## src/rtl/maxpool_pkg.sv

```systemverilog
// maxpool_pkg -- shared types for the 2x2/stride-2 max-pooling stream.
//   state_e : frame FSM states (IDLE, RUN, FLUSH)
//   pixel_t : CH*DW packed pixel at the default layer configuration
//   chmax2  : per-channel signed max of two pixel_t values
// Optional build macro used by the pooling block: MAXPOOL_RELU_EN.
package maxpool_pkg;

  typedef enum logic [1:0] {
    IDLE  = 2'd0,
    RUN   = 2'd1,
    FLUSH = 2'd2
  } state_e;

  localparam int PIX_CH = 8;
  localparam int PIX_DW = 16;

  typedef logic [PIX_CH*PIX_DW-1:0] pixel_t;

  // Independent signed compare per channel; ties return the shared value.
  function automatic pixel_t chmax2(input pixel_t a, input pixel_t b);
    pixel_t r;
    r = '0;
    for (int k = 0; k < PIX_CH; k++) begin
      r[k*PIX_DW +: PIX_DW] =
        ($signed(a[k*PIX_DW +: PIX_DW]) >= $signed(b[k*PIX_DW +: PIX_DW])) ?
        a[k*PIX_DW +: PIX_DW] : b[k*PIX_DW +: PIX_DW];
    end
    return r;
  endfunction

endpackage

```

## src/rtl/maxpool_linebuf.sv

```systemverilog
// maxpool_linebuf -- register array holding one pooled row of pair maxima.
//   clk     : clock (array has no reset; contents are don't-care after reset)
//   we_i    : write enable
//   widx_i  : write word index
//   wdata_i : write data (one pixel)
//   ridx_i  : read word index
//   rdata_o : asynchronous read data
module maxpool_linebuf #(
  parameter int DEPTH = 13,
  parameter int W     = 128,
  parameter int IW    = 4
) (
  input  logic          clk,
  input  logic          we_i,
  input  logic [IW-1:0] widx_i,
  input  logic [W-1:0]  wdata_i,
  input  logic [IW-1:0] ridx_i,
  output logic [W-1:0]  rdata_o
);

  logic [W-1:0] mem_q [DEPTH];

  always_ff @(posedge clk) begin
    if (we_i) mem_q[widx_i] <= wdata_i;
  end

  assign rdata_o = mem_q[ridx_i];

endmodule

```

## src/rtl/maxpool2x2_stream.sv

```systemverilog
// maxpool2x2_stream -- streaming 2x2/stride-2 max-pool over a raster-scan
// IMG_H x IMG_W feature map of CH signed DW-bit channels per pixel.
//   clk, rst           : clock, asynchronous active-high reset
//   start              : frame start pulse (accepted only in IDLE)
//   in_valid/in_ready  : input pixel handshake; in_data channel k at [k*DW +: DW]
//   out_valid/out_ready: pooled pixel handshake; out_data same packing
//   out_row, out_col   : pooled pixel address
//   busy               : frame in progress
//   done               : one-cycle pulse when the frame's last result leaves
// Build macro MAXPOOL_RELU_EN: when defined, negative output channels clamp to 0.
module maxpool2x2_stream
  import maxpool_pkg::*;
#(
  parameter int CH    = 8,
  parameter int DW    = 16,
  parameter int IMG_W = 26,
  parameter int IMG_H = 26,
  parameter int AW    = 16
) (
  input  logic            clk,
  input  logic            rst,
  input  logic            start,
  input  logic            in_valid,
  output logic            in_ready,
  input  logic [CH*DW-1:0] in_data,
  output logic            out_valid,
  input  logic            out_ready,
  output logic [CH*DW-1:0] out_data,
  output logic [AW-1:0]   out_row,
  output logic [AW-1:0]   out_col,
  output logic            busy,
  output logic            done
);

  localparam int PW    = CH * DW;
  localparam int LB_D  = IMG_W / 2;
  localparam int LB_IW = (LB_D > 1) ? $clog2(LB_D) : 1;

  // Pixels at or beyond these bounds fall outside any full 2x2 window.
  localparam logic [AW-1:0] P2     = AW'(2 * (IMG_W / 2));
  localparam logic [AW-1:0] R2     = AW'(2 * (IMG_H / 2));
  localparam logic [AW-1:0] LAST_C = AW'(IMG_W - 1);
  localparam logic [AW-1:0] LAST_R = AW'(IMG_H - 1);

  typedef logic [PW-1:0] pix_t;

  function automatic pix_t pmax(input pix_t a, input pix_t b);
    pix_t r;
    r = '0;
    for (int k = 0; k < CH; k++) begin
      r[k*DW +: DW] = ($signed(a[k*DW +: DW]) >= $signed(b[k*DW +: DW])) ?
                      a[k*DW +: DW] : b[k*DW +: DW];
    end
    return r;
  endfunction

`ifdef MAXPOOL_RELU_EN
  function automatic pix_t relu(input pix_t p);
    pix_t r;
    r = p;
    for (int k = 0; k < CH; k++) begin
      if (p[k*DW + DW - 1]) r[k*DW +: DW] = '0;
    end
    return r;
  endfunction
`endif

  state_e          state_q, state_d;
  logic [AW-1:0]   col_q, col_d, row_q, row_d;
  pix_t            hold_q, hold_d;
  logic            ovalid_q, ovalid_d;
  pix_t            odata_q, odata_d;
  logic [AW-1:0]   orow_q, orow_d, ocol_q, ocol_d;

  logic            out_free, xfer, last_px, in_win, lb_we;
  logic [LB_IW-1:0] lb_idx;
  pix_t            lb_rdata, pair_max, quad_max, result;

  // Holding off input while a result is stuck guarantees a single output
  // register is enough: a new result can only land when the old one leaves.
  assign out_free = !ovalid_q || out_ready;
  assign in_ready = (state_q == RUN) && out_free;
  assign xfer     = in_valid && in_ready;
  assign last_px  = (row_q == LAST_R) && (col_q == LAST_C);
  assign in_win   = (col_q < P2) && (row_q < R2);
  assign lb_idx   = LB_IW'(col_q >> 1);

  assign pair_max = pmax(hold_q, in_data);
  assign quad_max = pmax(lb_rdata, pair_max);
`ifdef MAXPOOL_RELU_EN
  assign result   = relu(quad_max);
`else
  assign result   = quad_max;
`endif

  // Even rows store the horizontal pair max; odd rows consume it.
  assign lb_we = xfer && in_win && col_q[0] && !row_q[0];

  maxpool_linebuf #(
    .DEPTH (LB_D),
    .W     (PW),
    .IW    (LB_IW)
  ) u_linebuf (
    .clk     (clk),
    .we_i    (lb_we),
    .widx_i  (lb_idx),
    .wdata_i (pair_max),
    .ridx_i  (lb_idx),
    .rdata_o (lb_rdata)
  );

  always_ff @(posedge clk or posedge rst) begin
    if (rst) state_q <= IDLE;
    else     state_q <= state_d;
  end

  always_comb begin
    state_d = state_q;
    done    = 1'b0;
    case (state_q)
      IDLE:  if (start) state_d = RUN;
      RUN:   if (xfer && last_px) state_d = FLUSH;
      FLUSH: if (out_free) begin
        state_d = IDLE;
        done    = 1'b1;
      end
      default: state_d = IDLE;
    endcase
  end

  assign busy = (state_q != IDLE);

  always_comb begin
    col_d    = col_q;
    row_d    = row_q;
    hold_d   = hold_q;
    ovalid_d = ovalid_q && !out_ready;
    odata_d  = odata_q;
    orow_d   = orow_q;
    ocol_d   = ocol_q;
    if (xfer) begin
      if (col_q == LAST_C) begin
        col_d = '0;
        row_d = (row_q == LAST_R) ? '0 : row_q + AW'(1);
      end else begin
        col_d = col_q + AW'(1);
      end
      if (in_win && !col_q[0]) hold_d = in_data;
      if (in_win && col_q[0] && row_q[0]) begin
        odata_d  = result;
        orow_d   = row_q >> 1;
        ocol_d   = col_q >> 1;
        ovalid_d = 1'b1;
      end
    end
  end

  always_ff @(posedge clk or posedge rst) begin
    if (rst) begin
      col_q    <= '0;
      row_q    <= '0;
      hold_q   <= '0;
      ovalid_q <= 1'b0;
      odata_q  <= '0;
      orow_q   <= '0;
      ocol_q   <= '0;
    end else begin
      col_q    <= col_d;
      row_q    <= row_d;
      hold_q   <= hold_d;
      ovalid_q <= ovalid_d;
      odata_q  <= odata_d;
      orow_q   <= orow_d;
      ocol_q   <= ocol_d;
    end
  end

  assign out_valid = ovalid_q;
  assign out_data  = odata_q;
  assign out_row   = orow_q;
  assign out_col   = ocol_q;

endmodule

```

## config.mk

```make
export PLATFORM = sky130hd
export DESIGN_NAME = maxpool2x2_stream
export DESIGN_NICKNAME = d
export VERILOG_FILES = /design/src/rtl/maxpool_pkg.sv /design/src/rtl/maxpool_linebuf.sv /design/src/rtl/maxpool2x2_stream.sv
export SDC_FILE = /design/constraint.sdc
export NUM_CORES = 2
export LEC_CHECK = 0
export CORE_ASPECT_RATIO = 0.75
export CORE_MARGIN = 2
export CORE_UTILIZATION = 35
export DETAILED_ROUTE_END_ITERATION = 8
export GPL_ROUTABILITY_DRIVEN = 0
export SLEW_MARGIN = 20
export SYNTH_ARGS = -nofsm -noshare
export SYNTH_HDL_FRONTEND = slang
export SYNTH_SLANG_ARGS = --single-unit
```

## constraint.sdc

```tcl
create_clock -name clk -period 17 [get_ports clk]
set_input_delay 4.25 -clock clk [delete_from_list [all_inputs] [get_ports clk]]
set_output_delay 4.25 -clock clk [all_outputs]
set_load 0.005 [all_outputs]
```

==> reports/summary.txt <==
Layout area overhead -> 16.17%
Critical Path Start Type -> input port
Worst Path Required -> 12.75 ns
# Max-Cap Violations -> 0
Tot GR Track Use -> 0.1700
Hold Violations, Final -> 0
Crit Reg-Reg Startpoint -> col_q[1]$_DFFE_PP0P_
Worst R2R End -> out_data[28]$_DFFE_PP0P_
drt first pass iters -> 6
final setup margin -> 7.167 ns
final period utilization -> 0.5784
top cell type's share of synthesized area -> 0.5922
Initial DRC Count -> 4,116
Congestion Overflow GR -> 0
Synth cell types -> 89
post-CTS sizing -> 0
Commonest cells post-synth -> edfxtp_1, mux4_2, dfrtp_1, nand2_1
initial antenna violation count -> 17
CTS root buffer -> clkbuf_16
clock skew -> 0.04853 ns
dpl ws -> 6.889 ns
final WL -> 210,500 um
H-tree depth -> 4
Nets -> 5,429
Core Rows -> 156
Synth async-reset ratio -> 0.1617
Antenna Violating Nets Remaining -> 0
Die Y -> 429.2 um
mean post-synth cell area -> 18.07 sq um
Mapped Area -> 0.08438 sq mm
clk_lat worst skew -> 0.86 ns
crit end category -> output pin
r2r setup slk -> 9.80 ns
Rel. slew slack -> 0.2734
Longest Clk Path Bufs -> 4
Hold Crit Class -> flip-flop to flip-flop
first-pass GRT wire length -> 310,500 um
crit path kind -> input port to output pin
Via density -> 5.287
run status -> completed
Worst-Margin Slew -> 1.090 ns
CP arrival -> 5.58 ns
hpwl dp -> 122,700 um
DR vias -> 44,650
reg2reg path depth -> 13
cts hold-fix bufs -> 0
area of the multi-input gates -> 0.02439 sq mm
Starting Density -> 0.3512
share of cells above drive strength 1 -> 0.2060
DIE WIDTH -> 571.0 um
Final TNS setup -> 0 ns
Hold Crit Depth -> 2
DR DRC count -> 0
Synth area leaders -> edfxtp_1, mux4_2, dfrtp_1
Hold Path Sink -> out_col[1]$_DFFE_PP0P_
met2 Track Usage GR -> 0.2578
Port Buffer Count -> 294
RSZ-0062 raised after global routing -> no
Core Footprint -> 0.2403 sq mm
flip-flop and latch count after synthesis -> 1,985
post-CTS setup buffer count -> 0
most common cell in the netlist -> edfxtp_1
final-layout fill cell count -> 21,290
Gate Count Post-Synth -> 4,670
Synth warnings -> 0
CTS Buf Count -> 207
Max rail drop VDD -> 89.20 uV
Die ar. -> 0.2451 sq mm
Post-synth EDFFs -> 1,664
Pleak -> 32.27 nW
global routing usage on met3 -> 0.02899
Worst-path clk slew -> 0.06 ns
Main synth FF type -> edfxtp_1
routing usage on met1 -> 0.2528
# setup viols final -> 0
crit-path max FO -> 6
highest clock rate -> 101.7 MHz
Yosys top cell by area -> edfxtp_1
TritonCTS clock tree -> yes
pwr dens -> 126.5 mW/mm^2
CTS sink cnt -> 1,985
min-delay src -> out_col[1]$_DFFE_PP0P_
largest net degree at the start of global routing -> 100
post-route minimum period -> 9.833 ns
Ports -> 297
FF/Latch Area -> 0.05802 sq mm
GRT busiest layer -> met2
vias in the first global route -> 45,400
fin. max-slew vios -> 0
wire length per cell -> 24.93 um
Seq/Total Area, Yosys -> 0.6874
metrics by stage:
step | hold slack [ns] | instances | instance area (sq um) | total power, mW | utilization
floorplan | 0.4429 | 4671 | 84380 | 7.243 | -
global placement | 0.4564 | 8066 | 91140 | 7.876 | 0.3793
detailed placement | 0.4624 | 8066 | 91140 | 7.899 | 0.3793
CTS | 0.4772 | 8442 | 98010 | 12.54 | 0.4079
global route | 0.5038 | 8446 | 98030 | 12.90 | 0.4080
finish | 0.4719 | 8446 | 98030 | 12.40 | 0.4080
worst max-delay path by stage:
stage / start / to / slack, ns / cells past startpoint
detailed placement: in_data[79] / out_data[79]$_DFFE_PP0P_ / 6.89 / 16
CTS: out_ready / in_ready / 7.15 / 4
global placement: in_data[63] / out_data[59]$_DFFE_PP0P_ / 7.05 / 16
global route: out_ready / in_ready / 7.09 / 4
finish: out_ready / in_ready / 7.17 / 4
floorplan: out_ready / u_linebuf.mem_q[1][0]$_DFFE_PP_ / 2.35 / 5
cells in the final DEF, fill, tap and decap left out, types with 26 or more instances in the layout:
| cell type | netlist | final |
|---|---|---|
| clkdlybuf4s50_1 | 0 | 294 |
| mux2_2 | 119 | 119 |
| nor3_1 | 38 | 34 |
| buf_4 | 16 | 85 |
| o31a_1 | 31 | 31 |
| bufinv_16 | 0 | 26 |
| dfrtp_1 | 321 | 317 |
| mux2i_1 | 93 | 93 |
| nand3_1 | 77 | 77 |
| nand2_1 | 280 | 280 |
| clkbuf_1 | 109 | 45 |
| edfxtp_1 | 1664 | 1664 |
| o211ai_1 | 41 | 41 |
| o21ai_0 | 74 | 74 |
| nand4_1 | 47 | 47 |
| ha_1 | 260 | 259 |
| a21o_1 | 29 | 29 |
| clkinv_2 | 0 | 29 |
| and2_1 | 73 | 73 |
| o21ai_1 | 28 | 27 |
| mux4_2 | 511 | 511 |
| clkbuf_16 | 0 | 210 |
| o31ai_1 | 35 | 35 |
| clkinv_1 | 0 | 28 |
| a21oi_1 | 80 | 79 |
| inv_1 | 260 | 259 |
| nor2_1 | 61 | 51 |
registers in the layout, summed over array words and instances, names as in the netlist:
| signal | cells |
|---|---|
| col_q | 16 |
| hold_q | 128 |
| out_col | 15 |
| out_data | 128 |
| out_row | 15 |
| out_valid | 1 |
| row_q | 16 |
| state_q | 2 |
| u_linebuf.mem_q | 1664 |
per-layer routing:
metal,vias up,part of all wire
li1,19440,-
met1,23530,0.46
met2,1382,0.45
met3,288,0.062
met4,10,0.023
met5,-,0.00027
worst max-delay path: stages:
cell             delay (ns)
clkdlybuf4s50_1        0.45
nand2b_1               0.21
and3b_1                0.19
clkdlybuf4s50_1        0.49
power by group:
group	switching, mW	total [mW]	internal (mW)
sequential	0.0786	5.36	5.28
clock	1.92	4.63	2.71
combinational	1.28	2.41	1.13
total	3.27	12.4	9.12
cell type report:
| class | instances | area share |
|---|---|---|
| antenna | 4 | 0.0001021 |
| tap | 3239 | 0.04134 |
| inverter | 260 | 0.01003 |
| multi-input combinational | 2197 | 0.2488 |
| sequential | 1985 | 0.5918 |
| clock inverter | 111 | 0.01334 |
| clock buffer | 265 | 0.05674 |
| timing repair buffer | 385 | 0.03776 |
logic make-up after synthesis:
family,count (synthesis),share of synthesized area
AOI/OAI and AO/OA,475,0.03927
xor gates and xnor gates,24,0.002491
adders and majority gates,260,0.03855
buffers and inverters,489,0.02507
DFF,1985,0.6874
muxes,736,0.1652
other,1,0.00004444
and+or+nand+nor,700,0.04199
Power figures use the tool's default switching activity.
